--- config.mk ---
export PLATFORM = sky130hd
export DESIGN_NAME = pdm_tx_flat
export DESIGN_NICKNAME = d
export VERILOG_FILES = /design/src/rtl/pdm_tx_if.sv /design/src/rtl/pdm_tx.sv /design/src/flat_wrapper.sv
export SDC_FILE = /design/constraint.sdc
export NUM_CORES = 1
export LEC_CHECK = 0
export BUFFER_PORTS_ARGS = -buffer_cell sky130_fd_sc_hd__buf_2
export CAP_MARGIN = 20
export CORE_MARGIN = 2
export CORE_UTILIZATION = 45
export CTS_CLUSTER_DIAMETER = 200
export DETAILED_ROUTE_END_ITERATION = 8
export SLEW_MARGIN = 20
export SYNTH_ARGS = -nofsm -noshare
export SYNTH_HDL_FRONTEND = slang
export SYNTH_SLANG_ARGS = --single-unit
--- constraint.sdc ---
create_clock -name clk -period 5.6 [get_ports clk]
set_input_delay 1.12 -clock clk [delete_from_list [all_inputs] [get_ports clk]]
set_output_delay 1.12 -clock clk [all_outputs]
set_load 0.05 [all_outputs]
--- src/rtl/pdm_tx_if.sv ---
// Sample handshake between a sample producer and the PDM transmitter.
interface pdm_tx_if #(
  parameter int unsigned DATA_W = 12
) ();
  logic [DATA_W-1:0] s_data;
  logic              s_valid;
  logic              s_ready;

  modport master (output s_data, output s_valid, input s_ready);
  modport slave  (input s_data, input s_valid, output s_ready);
endinterface

--- src/rtl/pdm_tx.sv ---
// First-order delta-sigma PDM transmitter fed by a 2-entry sample FIFO.
// Bit period and samples-per-word are runtime programmable.
module pdm_tx #(
  parameter int unsigned DATA_W = 12,
  parameter int unsigned DIV_W  = 8,
  parameter int unsigned OSR_W  = 8
) (
  input  logic             clk,
  input  logic             rst_n,
  input  logic             enable,
  input  logic [DIV_W-1:0] div,
  input  logic [OSR_W-1:0] osr,
  pdm_tx_if.slave          s,
  output logic             pdm_out,
  output logic             underrun,
  output logic             busy
);

  typedef enum logic [1:0] {StIdle, StPrime, StRun} state_e;

  state_e            state_q, state_d;
  logic [DATA_W-1:0] mem_q [2];
  logic [DATA_W-1:0] mem_d [2];
  logic              wr_ptr_q, wr_ptr_d;
  logic              rd_ptr_q, rd_ptr_d;
  logic [1:0]        cnt_q, cnt_d;
  logic [DATA_W-1:0] acc_q, acc_d;
  logic [DATA_W-1:0] cur_q, cur_d;
  logic [DIV_W-1:0]  bit_cnt_q, bit_cnt_d;
  logic [OSR_W-1:0]  samp_cnt_q, samp_cnt_d;
  logic              pdm_q, pdm_d;
  logic              underrun_q, underrun_d;
  logic              busy_q, busy_d;

  logic              fifo_empty, fifo_full, push, pop, tick, boundary;
  logic [DATA_W:0]   sum;

  assign fifo_empty = (cnt_q == 2'd0);
  assign fifo_full  = (cnt_q == 2'd2);
  assign s.s_ready  = ~fifo_full;
  assign push       = s.s_valid & ~fifo_full;

  // div/osr are only looked at here, so a mid-run change lands at the next compare.
  assign tick     = (state_q == StRun) && (bit_cnt_q == div);
  assign boundary = tick && (samp_cnt_q == osr);
  assign sum      = {1'b0, acc_q} + {1'b0, cur_q};

  always_comb begin
    state_d    = state_q;
    acc_d      = acc_q;
    cur_d      = cur_q;
    bit_cnt_d  = bit_cnt_q;
    samp_cnt_d = samp_cnt_q;
    pdm_d      = pdm_q;
    underrun_d = 1'b0;
    pop        = 1'b0;

    if (!enable) begin
      state_d    = StIdle;
      acc_d      = '0;
      bit_cnt_d  = '0;
      samp_cnt_d = '0;
      pdm_d      = 1'b0;
    end else begin
      unique case (state_q)
        StIdle: begin
          acc_d      = '0;
          bit_cnt_d  = '0;
          samp_cnt_d = '0;
          pdm_d      = 1'b0;
          state_d    = StPrime;
        end
        StPrime: begin
          if (!fifo_empty) begin
            pop        = 1'b1;
            cur_d      = mem_q[rd_ptr_q];
            bit_cnt_d  = '0;
            samp_cnt_d = '0;
            state_d    = StRun;
          end
        end
        StRun: begin
          bit_cnt_d = tick ? '0 : bit_cnt_q + 1'b1;
          if (tick) begin
            // acc is never cleared at a boundary so the noise shaping stays continuous.
            acc_d      = sum[DATA_W-1:0];
            pdm_d      = sum[DATA_W];
            samp_cnt_d = (samp_cnt_q == osr) ? '0 : samp_cnt_q + 1'b1;
          end
          if (boundary) begin
            if (!fifo_empty) begin
              pop   = 1'b1;
              cur_d = mem_q[rd_ptr_q];
            end else begin
              underrun_d = 1'b1;
            end
          end
        end
        default: state_d = StIdle;
      endcase
    end

    busy_d = (state_d != StIdle);
  end

  always_comb begin
    mem_d    = mem_q;
    wr_ptr_d = wr_ptr_q;
    rd_ptr_d = rd_ptr_q;
    if (push) begin
      mem_d[wr_ptr_q] = s.s_data;
      wr_ptr_d        = ~wr_ptr_q;
    end
    if (pop) begin
      rd_ptr_d = ~rd_ptr_q;
    end
    cnt_d = cnt_q + {1'b0, push} - {1'b0, pop};
  end

  always_ff @(posedge clk or negedge rst_n) begin
    if (!rst_n) begin
      state_q    <= StIdle;
      mem_q      <= '{default: '0};
      wr_ptr_q   <= 1'b0;
      rd_ptr_q   <= 1'b0;
      cnt_q      <= 2'd0;
      acc_q      <= '0;
      cur_q      <= '0;
      bit_cnt_q  <= '0;
      samp_cnt_q <= '0;
      pdm_q      <= 1'b0;
      underrun_q <= 1'b0;
      busy_q     <= 1'b0;
    end else begin
      state_q    <= state_d;
      mem_q      <= mem_d;
      wr_ptr_q   <= wr_ptr_d;
      rd_ptr_q   <= rd_ptr_d;
      cnt_q      <= cnt_d;
      acc_q      <= acc_d;
      cur_q      <= cur_d;
      bit_cnt_q  <= bit_cnt_d;
      samp_cnt_q <= samp_cnt_d;
      pdm_q      <= pdm_d;
      underrun_q <= underrun_d;
      busy_q     <= busy_d;
    end
  end

  assign pdm_out  = pdm_q;
  assign underrun = underrun_q;
  assign busy     = busy_q;

endmodule

--- src/flat_wrapper.sv ---
// flat-port wrapper written by rule: the top's interface ports become plain ports
module pdm_tx_flat 
#(
  parameter int unsigned DATA_W = 12,
  parameter int unsigned DIV_W  = 8,
  parameter int unsigned OSR_W  = 8
)
  (clk, rst_n, enable, div, osr, pdm_out, underrun, busy, s_s_data, s_s_valid, s_s_ready);
  pdm_tx_if #(.DATA_W(DATA_W)) s_i ();
  input  logic clk;
  input  logic rst_n;
  input  logic enable;
  input  logic [DIV_W-1:0] div;
  input  logic [OSR_W-1:0] osr;
  output logic pdm_out;
  output logic underrun;
  output logic busy;
  input wire logic [$bits(s_i.s_data)-1:0] s_s_data;
  input wire logic [$bits(s_i.s_valid)-1:0] s_s_valid;
  output wire logic [$bits(s_i.s_ready)-1:0] s_s_ready;
  assign s_i.s_data = s_s_data;
  assign s_i.s_valid = s_s_valid;
  assign s_s_ready = s_i.s_ready;
  pdm_tx #(.DATA_W(DATA_W), .DIV_W(DIV_W), .OSR_W(OSR_W)) u_core (.clk(clk), .rst_n(rst_n), .enable(enable), .div(div), .osr(osr), .s(s_i), .pdm_out(pdm_out), .underrun(underrun), .busy(busy));
endmodule
# Word-level counts from Yosys, hierarchy flattened

Index checks and enable logic that the tools add are counted.

Add/subtract/negate cells: 5
Magnitude comparators: 3
Eq/ne operators: 10
Mux-type cells: 34
Bitwise gates (word level): 6
Reduce and logical (&&, ||, !) cells: 11

Operators with widths:

| kind                | number |
|---|---|
| $mux 12             | 8 |
| $mux 8              | 6 |
| $pmux 12 s2         | 2 |
| $pmux 8 s3          | 2 |
| $bwmux 24           | 1 |
| $add 8x1->8 const B | 2 |
| $eq 8x8->1          | 2 |
| $add 12x12->13      | 1 |
| $demux 12 s1        | 1 |
| $mux 1              | 9 |
| $pmux 2 s3          | 1 |
| $reduce_and 3->1    | 2 |
| $eq 2x2->1 const B  | 2 |
| $ge 2x2->1 const B  | 2 |
| $logic_not 2->1     | 2 |
| $mux 2              | 2 |
| $ne 4x1->1 const B  | 1 |
| $not 1->2           | 2 |
| $pmux 1 s2          | 2 |
| $reduce_and 2->1    | 2 |
| $reduce_bool 2->1   | 2 |
| $logic_and 1x1->1   | 3 |
| $ne 3x1->1 const B  | 1 |
| $ne 3x2->1 const B  | 1 |
| other kinds (8)     | 10 |

Bits in registers: 73
Input bits: 32
Output and inout bits: 4
Logic and storage cells: 82

# Longest topological paths before layout

Gate-level depths: netlist of the first run.

Depth after elaboration: 7
Depth in mapped cells: 11
Gate-level depth less buffers: 11

# Least setup slack after synthesis of the first run

OpenSTA, ideal clock, no wires.

Kind: input to register
Start: input div[2]
End: register u_core.cnt_q[1]
Setup time: 0.080 ns
Arrival time: 2.594 ns
Required time: 5.520 ns
Setup slack: 2.926 ns
Cell stages on the path: 10
Path buffers: 0
Path through: xnor2_1 -> and4_4 -> nand4_4 -> nor2_1 -> o21a_1 -> ha_1 -> inv_1 -> ha_1 -> xnor2_1 -> xnor2_1

Word-level cells in the longest chain between the ends: 7

Ends and longest elaborated chain:

| element              | RTL line           | source |
|---|---|---|
| from (decl)          | flat_wrapper.sv:13 | `input logic [DIV_W-1:0] div;` |
| $eq 8x8->1           | pdm_tx.sv:44       | `assign tick = (state_q == StRun) && (bit_cnt_q == div);` |
| $logic_and 1x1->1    | pdm_tx.sv:44       |  |
| $logic_and 1x1->1    | pdm_tx.sv:45       | `assign boundary = tick && (samp_cnt_q == osr);` |
| $mux 1               | pdm_tx.sv:90       | `if (boundary) begin` |
| $pmux 1 s2           | pdm_tx.sv:65       | `unique case (state_q)` |
| $mux 1               | pdm_tx.sv:58       | `if (!enable) begin` |
| net u_core.pop       | pdm_tx.sv:35       | `logic fifo_empty, fifo_full, push, pop, tick, boundary;` |
| $sub 2x1->2          | pdm_tx.sv:117      | `cnt_d = cnt_q + {1'b0, push} - {1'b0, pop};` |
| net u_core.cnt_d[1]  | pdm_tx.sv:26       | `logic [1:0] cnt_q, cnt_d;` |
| to (signal assigned) | pdm_tx.sv:139      | `cnt_q <= cnt_d;` |
| to (decl)            | pdm_tx.sv:26       |  |

The timed path passes the listed nets, and every way through them passes these cells.
A chain may end at the register's enable or synchronous reset.

# Final worst setup path of the first run

Start: input div[7]
End: register u_core.cur_q[6]

Word-level cells in the longest chain between the ends: 5

Ends and longest elaborated chain:

| element                           | RTL line      | source |
|---|---|---|
| $eq 8x8->1                        | pdm_tx.sv:44  |  |
| $logic_and 1x1->1                 | pdm_tx.sv:44  |  |
| $logic_and 1x1->1                 | pdm_tx.sv:45  |  |
| $ne 2x1->1 (no source line)       | --            |  |
| $reduce_and 3->1 (no source line) | --            |  |
| to (signal assigned)              | pdm_tx.sv:141 | `cur_q <= cur_d;` |
| to (decl)                         | pdm_tx.sv:28  | `logic [DATA_W-1:0] cur_q, cur_d;` |

No other way between the ends.

==> impl_metrics.json, run 1 <==
{
  "grt_max_degree": 74,
  "synthAdderAreaFrac": 0.06822,
  "slew_headroom": 0.3906,
  "worstSetupPathType": "in -> reg",
  "path_max_fanout": 24,
  "netlist_instances": 362,
  "clock_path_buffers": 2,
  "switching_share": 0.3742,
  "setup_slack_ns": 2.888,
  "power_frac_comb": 0.362,
  "synthXorXnorAreaFrac": 0.07107,
  "drive_gt1_frac": 0.2277,
  "seqPwrFrac": 0.415,
  "synth_ff_type": "dfrtp_1",
  "cpPeakStageDelay_ns": 0.74,
  "finalCritPeriodShare": 0.4843,
  "holdCritPathClass": "reg -> reg",
  "avgSynthCellArea_um2": 10.94,
  "vdd_drop_max_mv": 0.2963,
  "ant_nets": 0,
  "min_period_ns": 2.712,
  "totalPowerFinal_mw": 1.969,
  "fin_setup_tns_ns": 0,
  "cp-start-kind": "primary input",
  "synth.most_common_cell": "dfrtp_1",
  "synth.distinct_cells": 53,
  "cts_buffers": 9,
  "num_rows": 34,
  "fp.dieArea_um2": 9570,
  "synth_edf_count": 0,
  "cts_post_setup_buffers_inserted": 0,
  "crit_chain": "buf_2 -> xnor2_1 -> and4_4 -> nand4_4 -> o21ai_2 -> a21oi_1 -> a31oi_1",
  "arrival_ns": 2.98,
  "cts_tree": "built",
  "grt_pass1_wl_mm": 13.21,
  "grt_pass1_vias": 2764,
  "antenna_found_initial": 0,
  "drc": 0,
  "design.core.area_um2": 8636,
  "yosysWarnings": 0,
  "synthArstFlopShare": 1.000,
  "yosys-mux-area-fraction": 0.09855,
  "cts_resized": 0,
  "synthTopCellsByArea": "dfrtp_1 46%, mux2_2 6.8%, ha_1 6.3%",
  "fin_util": 0.5146,
  "grtUsageTotal": 0.1696,
  "setup_violations": 0,
  "synth_top_cell_by_area": "dfrtp_1",
  "synthSimpleGateAreaFrac": 0.1178,
  "die_w_um": 97.83,
  "clock_sinks": 73,
  "io_buffers": 35,
  "syn_area_um2": 3961,
  "vias_per_cell": 5.410,
  "status": "completed",
  "cts_root_buf": "clkbuf_8",
  "num_vias": 2770,
  "num_antenna_cells": 0,
  "rsz0062_at_grt": "false",
  "slew_viol_final": 0,
  "io_pins": 36,
  "skew_ns": 0.01194,
  "h-tree-depth": 3,
  "die_h_um": 97.83,
  "worst_pin_slew_ns": 0.9141,
  "yosys_register_bits": 73,
  "clkTransAtPathRegs_ns": 0.09,
  "max_freq_mhz": 368.7,
  "ys_seq_area_frac": 0.4611,
  "pre_cts_ws_ns": 2.549,
  "intPower_mw": 1.232,
  "overflow": 0,
  "stdcell_count": 512,
  "synthesis.nets": 415,
  "ys_top_cells_by_count": "73 x dfrtp_1, 25 x nand2_1, 24 x mux2_2",
  "cp_slowest_cell": "o21ai_2",
  "post_drt_wl_per_cell_um": 14.57,
  "p_clk_frac": 0.223,
  "maxCapViolations": 0,
  "leakagePower_nw": 1.980,
  "worstPathRequired_ns": 5.87,
  "p_per_area_nw_per_um2": 442.9,
  "dr.pass1.iters": 4,
  "gp_congestion": 0.7898,
  "final_area_um2": 4444,
  "synth.top_cell.area_share": 0.4611,
  "area_growth_pct": 12.19,
  "clk_latency_ns": 0.34,
  "fillers": 802,
  "crit_path_end_kind": "register",
  "drt-initial-drc-count": 122,
  "num-nets-final": 452,
  "whs_ns": 0.4920,
  "synth_top_family_by_area": "compound AO/OA/AOI/OAI gates",
  "start_util": 0.4587,
  "placed_area_um2": 4234,
  "hpwl_mm": 5.211,
  "placed_cells": 496,
  "synth_compound_area_frac": 0.1614,
  "p_sw_mw": 0.7366,
  "hold_violations": 0,
  "route.final.wire_length_mm": 7.461,
  "holdBufCountCts": 0
}
==> layout make-up <==
cell class,instances,area [um2],share of cell area
Multi-Input combinational cell,269,2051,0.4614
Sequential cell,73,1827,0.4110
Timing Repair Buffer,37,190.2,0.04279
Tap cell,108,135.1,0.03041
Clock buffer,9,123.9,0.02787
Clock inverter,7,83.83,0.01886
Inverter,9,33.78,0.007601
==> worst max-delay path: cells and delay by family <==
family | cells | cell delay (ns)
buffers and inverters | 1 | 0.10
xor gates and xnor gates | 1 | 0.23
and+or+nand+nor | 2 | 0.45
AOI/OAI and AO/OA | 3 | 1.09
==> registers in the layout, indices dropped and copies added, names as in the netlist <==
register,cells
u_core.mem_q,24
u_core.acc_q,12
u_core.cur_q,12
u_core.bit_cnt_q,8
u_core.samp_cnt_q,8
u_core.cnt_q,2
u_core.state_q,2
u_core.busy,1
u_core.pdm_out,1
u_core.rd_ptr_q,1
u_core.underrun,1
u_core.wr_ptr_q,1
==> layout by cell type (no fill, tap or decap), types with 2 or more instances in the layout <==
cell type	synthesis	final
o31ai_1	6	6
buf_2	3	35
nand2_1	25	25
a22o_1	7	7
nand3_1	5	5
inv_1	9	9
o41ai_1	3	3
nor2_1	20	19
a211oi_1	3	3
and2_1	3	3
or2_1	2	2
nand2b_1	6	6
o21a_1	6	6
dfrtp_1	73	73
a21oi_1	18	18
o22ai_1	2	2
xnor2_1	20	20
inv_6	0	3
a31oi_1	12	12
clkbuf_8	0	9
buf_4	0	2
a21o_1	4	4
mux2_2	24	24
and3_1	4	4
o21ai_0	17	17
nor3b_1	2	2
nor3_1	2	2
nand4_1	7	7
or3_1	3	3
mux2i_1	12	12
nor2_2	1	2
ha_1	20	20
xor2_1	9	9
o21ai_1	6	6
==> power by group through the flow <==
stage / sequential [mW] / combinational [mW] / clock [mW]
global placement: 0.820 / 0.697 / 0
detailed placement: 0.825 / 0.718 / 0
global route: 0.840 / 0.804 / 0.475
finish: 0.816 / 0.713 / 0.439
floorplan: 0.783 / 0.593 / 0
CTS: 0.816 / 0.721 / 0.450
==> kinds of logic after synthesis <==
family / count (synthesis)
XOR/XNOR: 30
multiplexers: 36
AO/OA/AOI/OAI: 94
buffers and inverters: 20
flip-flops: 73
adder cells (fa/ha/maj): 21
AND/OR/NAND/NOR: 88
==> path summary, 6_finish.rpt <==
| check | from | end | slack [ns] | cells after the start |
|---|---|---|---|---|
| min | u_core.acc_q[3] | u_core.acc_q[3] | 0.49 | 2 |
| min reg2reg | u_core.acc_q[3] | u_core.acc_q[3] | 0.49 | 2 |
| min in group asynchronous | rst_n | u_core.samp_cnt_q[1] | 0.97 | 2 |
| max in group asynchronous | rst_n | u_core.cur_q[2] | 4.02 | 2 |
| max reg2reg | u_core.state_q[0] | u_core.cur_q[6] | 3.18 | 7 |
| max | div[7] | u_core.cur_q[6] | 2.89 | 7 |
==> metal layers <==
layer	track usage	vias up	wire (um)	share of wire
met3	0.03651	2	212	0.028
met1	0.2424	1341	3870	0.52
li1	-	1397	-	-
met4	0.05449	0	50	0.0067
met5	0	-	0	0
met2	0.2587	30	3327	0.45
(Power assumes the default switching activity.)
==> run 2: changes to the inputs <==
- ABC_AREA: default -> 1
- clock period: 5.6 -> 2.8 ns (I/O delays scaled with it)
==> run 2 against run 1 <==
Compared with the run above: register-to-register slack got worse by 2.5 ns; hold slack worse by 0.16 ns; clock skew barely moved; routed wire length rose by 25%; synthesized cell count grew 67%; die area rose by 10%; sequential cell count unchanged; critical endpoint is now u_core.cnt_q[1]; largest cell class unchanged; highest routed layer unchanged.
==> impl_metrics.json, run 2 <==
{
  "fillers": 987,
  "clkTransAtPathRegs_ns": 0.08,
  "placed_area_um2": 4679,
  "cts_tree": "built",
  "power_frac_comb": 0.356,
  "synth_ff_type": "dfrtp_1",
  "gp_congestion": 0.8921,
  "yosys_register_bits": 73,
  "die_w_um": 102.7,
  "io_buffers": 35,
  "synthArstFlopShare": 1.000,
  "status": "completed",
  "reg2reg_from": "u_core.state_q[0]",
  "crit_chain": "inv_1 -> ha_1 -> inv_2 -> a21oi_1 -> nand3_1 -> nor2_2 -> nand2_2 -> nand2_1 -> nand2_1 -> inv_1 -> ha_1 -> inv_1 -> ha_1 -> xnor2_1",
  "clock_sinks": 73,
  "h-tree-depth": 3,
  "synth_edf_count": 0,
  "cpPeakStageDelay_ns": 0.43,
  "grt_pass1_wl_mm": 16.50,
  "dr.pass1.iters": 6,
  "fin_setup_tns_ns": 0,
  "holdCritPathClass": "in -> async",
  "clk_latency_ns": 0.35,
  "drc": 0,
  "cts_post_setup_buffers_inserted": 0,
  "skew_ns": 0.01197,
  "grt_max_degree": 38,
  "num_antenna_cells": 0,
  "num_vias": 3738,
  "route.final.wire_length_mm": 9.309,
  "drive_gt1_frac": 0.1207,
  "vias_per_cell": 4.798,
  "die_h_um": 102.7,
  "leakagePower_nw": 2.586,
  "r2r-end": "u_core.cnt_q[1]",
  "cts_root_buf": "clkbuf_8",
  "reg2reg_slack_ns": 0.66,
  "antenna_found_initial": 0,
  "top_regs": "u_core.mem_q x24, u_core.acc_q x12, u_core.cur_q x12",
  "layout.cells.most_common": "nand2_1",
  "cp_slowest_cell": "dfrtp_1",
  "critPathTopFamily": "simple AND/OR/NAND/NOR gates",
  "worstSetupPathType": "reg -> reg",
  "drt-initial-drc-count": 198,
  "avgSynthCellArea_um2": 7.242,
  "ant_nets": 0,
  "fp.dieArea_um2": 10540,
  "p_sw_mw": 1.520,
  "yosysWarnings": 0,
  "regMostFlops": "u_core.mem_q",
  "intPower_mw": 2.201,
  "switching_share": 0.4086,
  "p_per_area_nw_per_um2": 763.3,
  "cts_buffers": 9,
  "setup_violations": 0,
  "post_drt_wl_per_cell_um": 11.95,
  "arrival_ns": 2.41,
  "grtUsageTotal": 0.1986,
  "final_area_um2": 4875,
  "reg2reg_depth": 14,
  "p_clk_frac": 0.225,
  "seqPwrFrac": 0.419,
  "ys_top_cells_by_count": "221 x nand2_1, 74 x inv_1, 73 x dfrtp_1, 43 x o21ai_0, 42 x nand3_1",
  "num-nets-final": 694,
  "worst_pin_slew_ns": 0.9127,
  "slew_viol_final": 0,
  "synth.top_cell.area_share": 0.4169,
  "min_period_ns": 2.143,
  "multi_input_area_um2": 2168,
  "num_rows": 36,
  "synthesis.nets": 658,
  "hpwl_mm": 6.758,
  "io_pins": 36,
  "area_growth_pct": 11.25,
  "hold_violations": 0,
  "holdBufCountCts": 0,
  "cp.buffers_inverters": 4,
  "synth_top_cell_by_area": "dfrtp_1",
  "start_util": 0.4567,
  "seq_area_um2": 1827,
  "finalCritPeriodShare": 0.7653,
  "netlist_instances": 605,
  "synth.most_common_cell": "nand2_1",
  "largest_register_ffs": 24,
  "overflow": 0,
  "critical_path.startpoint": "u_core.state_q[0]",
  "vdd_drop_max_mv": 0.4194,
  "cp-start-kind": "register",
  "rsz0062_at_grt": "false",
  "synthTopCellsByArea": "dfrtp_1 42%, nand2_1 19%, inv_1 6.3%",
  "slew_headroom": 0.3915,
  "crit_path_end_kind": "register",
  "grt_pass1_vias": 3617,
  "mostFrequentLayoutCells": "221 x nand2_1, 74 x inv_1, 73 x dfrtp_1",
  "maxCapViolations": 0,
  "max_freq_mhz": 466.6,
  "ys_seq_area_frac": 0.4169,
  "clock_path_buffers": 2,
  "synth.distinct_cells": 33,
  "design.core.area_um2": 9594,
  "worstPathRequired_ns": 3.07,
  "cts_resized": 0,
  "path_max_fanout": 4,
  "syn_area_um2": 4382
}
-- run 2: cell count changes in the layout (fill, tap and decap cells not counted), moves of 7 or more --
cell,delta
o21ai_0,+26
nor2_1,+21
nand3_1,+37
a31oi_1,-10
mux2i_1,-12
xnor2_1,-15
a22o_1,-7
nand2_1,+196
mux2_2,-24
inv_1,+65
-- run 2: layout make-up --
cell class / instances / share of cell area
Clock buffer: 10 / 0.02618
Clock inverter: 6 / 0.01386
Inverter: 78 / 0.06006
Multi-Input combinational cell: 439 / 0.4448
Sequential cell: 73 / 0.3747
Tap cell: 133 / 0.03414
Timing Repair Buffer: 40 / 0.04620
-- run 2: cells by family (layout without fill, tap and decap cells) --
group	count (synthesis)	after routing	synth area share
buffers and inverters	93	134	0.08823
XOR/XNOR	8	8	0.01599
adder cells (fa/ha/maj)	21	21	0.06168
flip-flops	73	73	0.4169
AND/OR/NAND/NOR	339	339	0.3295
AO/OA/AOI/OAI	71	71	0.08766
-- run 2: how the worst max path moves through the flow --
stage | to | slack, ns | depth (start not counted)
finish | u_core.cnt_q[1] | 0.66 | 14
global route | u_core.cnt_q[1] | 0.44 | 14
CTS | u_core.cnt_q[0] | 0.66 | 13
detailed placement | u_core.cnt_q[0] | 0.61 | 12
global placement | u_core.cnt_q[0] | 0.65 | 12
floorplan | u_core.cnt_q[0] | 0.84 | 13
-- run 2: power groups by stage --
stage | logic (mW) | registers [mW] | clock network (mW)
after floorplan | 1.09 | 1.53 | 0
after global placement | 1.31 | 1.57 | 0
after detailed placement | 1.34 | 1.58 | 0
after CTS | 1.35 | 1.56 | 0.870
after global routing | 1.58 | 1.60 | 0.916
final | 1.32 | 1.56 | 0.838
-- run 2: routing by layer --
layer	track usage	vias up	share of wire
met5	0	-	0
met4	0.05128	0	0.0096
met3	0.04203	7	0.025
met2	0.3183	48	0.45
met1	0.2756	1700	0.52
li1	-	1983	-
-- run 2: metrics by stage --
| step | hold WS (ns) | total power, mW | worst slack, ns | cells | util |
|---|---|---|---|---|---|
| global placement | 0.4598 | 2.875 | 0.6459 | 763 | 0.4877 |
| floorplan | 0.2644 | 2.613 | 0.8430 | 605 | - |
| detailed placement | 0.4653 | 2.911 | 0.6134 | 763 | 0.4877 |
| finish | 0.3279 | 3.721 | 0.6571 | 779 | 0.5081 |
| global route | 0.3942 | 4.097 | 0.4413 | 779 | 0.5081 |
| CTS | 0.3708 | 3.773 | 0.6589 | 779 | 0.5081 |
==> run 3: changes to the inputs <==
- clock period: 2.8 -> 2 ns (I/O delays scaled with it)
==> run 3 against run 2 <==
Compared with the run above: utilization grew 2.5 points; setup slack lost 0.59 ns; non-clock buffer count grew 20; final cell count grew 2.6%; design area grew 4.9%; die area is the same; first-iteration DRC count down 3.5%; critical path depth is 1 lower; highest routed layer unchanged.
==> impl_metrics.json, run 3 (same netlist as run 2, synthesis figures left out) <==
{
  "die_h_um": 102.7,
  "grtUsageTotal": 0.1935,
  "top_layer": "met4",
  "post_drt_wl_per_cell_um": 11.95,
  "multi_input_area_um2": 2241,
  "grt_pass1_wl_mm": 16.23,
  "reg2reg_depth": 13,
  "reg2reg_slack_ns": 0.07,
  "io_pins": 36,
  "critical_path.startpoint": "u_core.state_q[0]",
  "wl_met2_mm": 4.324,
  "drc": 0,
  "clkTransAtPathRegs_ns": 0.08,
  "finalCritPeriodShare": 0.9641,
  "cts_root_buf": "clkbuf_8",
  "worstSetupPathType": "reg -> reg",
  "max_freq_mhz": 518.6,
  "dr.pass1.iters": 4,
  "pre_cts_ws_ns": 0.01135,
  "mostFrequentLayoutCells": "217 x nand2_1, 72 x inv_1, 71 x dfrtp_1",
  "leakagePower_nw": 2.687,
  "antenna_found_initial": 0,
  "grt_max_degree": 74,
  "skew_ns": 0.009834,
  "slew_viol_final": 0,
  "drive_gt1_frac": 0.1772,
  "setup_slack_ns": 0.07186,
  "routed-wl-met3_um": 288,
  "area_growth_pct": 16.65,
  "final_area_um2": 5111,
  "cts_tree": "built",
  "clock_sinks": 73,
  "r2r-end": "u_core.cnt_q[0]",
  "vdd_drop_max_mv": 0.8305,
  "grt_pass1_vias": 3576,
  "worst_pin_slew_ns": 0.4408,
  "num_rows": 36,
  "seq_area_um2": 1829,
  "top_regs": "u_core.mem_q x24, u_core.acc_q x12, u_core.cur_q x12",
  "totalPowerFinal_mw": 5.440,
  "fillers": 987,
  "placed_cells": 774,
  "num_vias": 3854,
  "die_w_um": 102.7,
  "num_antenna_cells": 0,
  "overflow": 0,
  "arrival_ns": 2.17,
  "route.final.wire_length_mm": 9.547,
  "gp_congestion": 0.8670,
  "fin_util": 0.5327,
  "p_per_area_nw_per_um2": 1064,
  "cp-start-kind": "register",
  "crit_path_end_kind": "register",
  "cts_buffers": 9,
  "worstPathRequired_ns": 2.24,
  "vias_per_cell": 4.824,
  "hpwl_mm": 6.738,
  "slew_headroom": 0.7058,
  "fp.dieArea_um2": 10540,
  "drt-initial-drc-count": 191,
  "regMostFlops": "u_core.mem_q",
  "stdcell_count": 799,
  "holdCritPathClass": "in -> async",
  "wl_met1_mm": 4.816,
  "status": "completed",
  "clk_latency_ns": 0.35,
  "largest_register_ffs": 24,
  "io_buffers": 35,
  "hold_violations": 0,
  "h-tree-depth": 3,
  "setup_violations": 0,
  "placed_area_um2": 4762,
  "min_period_ns": 1.928,
  "ant_nets": 0,
  "clock_path_buffers": 2,
  "maxCapViolations": 0,
  "start_util": 0.4567,
  "design.core.area_um2": 9594,
  "layout.cells.most_common": "nand2_1",
  "reg2reg_from": "u_core.state_q[0]",
  "num-nets-final": 714,
  "path_max_fanout": 2
}
run 3: worst max-delay path by stage:
stage                                  to  slack (ns)  cells past startpoint
after detailed placement  u_core.cnt_q[1]        0.01                     13
after floorplan           u_core.cnt_q[0]        0.04                     13
after global routing      u_core.cnt_q[0]       -0.05                     13
after global placement    u_core.cnt_q[0]        0.05                     12
after CTS                 u_core.cnt_q[1]       0.004                     14
final                     u_core.cnt_q[0]        0.07                     13
run 3: per-layer routing:
layer,global-route usage,vias up
li1,-,2027
met1,0.2738,1757
met2,0.3072,62
met3,0.03458,8
met4,0.05333,0
met5,0,-
run 3: what timing repair did:
action                     in CTS  in global routing
pin swaps                       1                  6
resized for setup               0                 22
setup endpoints to repair       2                 19
setup buffers                   0                  9
hold buffers                    0                  0
run 3: area by class of cell:
class	count	area share
Timing Repair Buffer	60	0.07344
Clock buffer	12	0.03036
Clock inverter	4	0.01004
Multi-Input combinational cell	439	0.4384
Tap cell	133	0.03256
Inverter	78	0.05728
Sequential cell	73	0.3579
run 3: metrics by stage:
stage,TNS [ns],hold WS [ns]
floorplan,0,0.1044
global placement,0,0.4580
detailed placement,0,0.4658
CTS,0,0.08712
global route,-0.1144,0.09444
finish,0,0.06256
run 3: report_power, final:
| part | switching, mW | internal [mW] | leakage [nW] |
|---|---|---|---|
| clock | 0.571 | 0.646 | 0.103 |
| sequential | 0.243 | 1.89 | 0.955 |
| combinational | 1.35 | 0.740 | 1.63 |
run 3: critical path: stages, from the launching register on:
cell	delay, ns
dfrtp_1	0.39
inv_2	0.08
ha_4	0.13
inv_2	0.04
a21oi_2	0.13
nand3_2	0.12
nor2_4	0.15
nand2_2	0.07
nand2_2	0.07
nand2_2	0.05
inv_2	0.07
ha_4	0.20
inv_1	0.05
ha_2	0.25
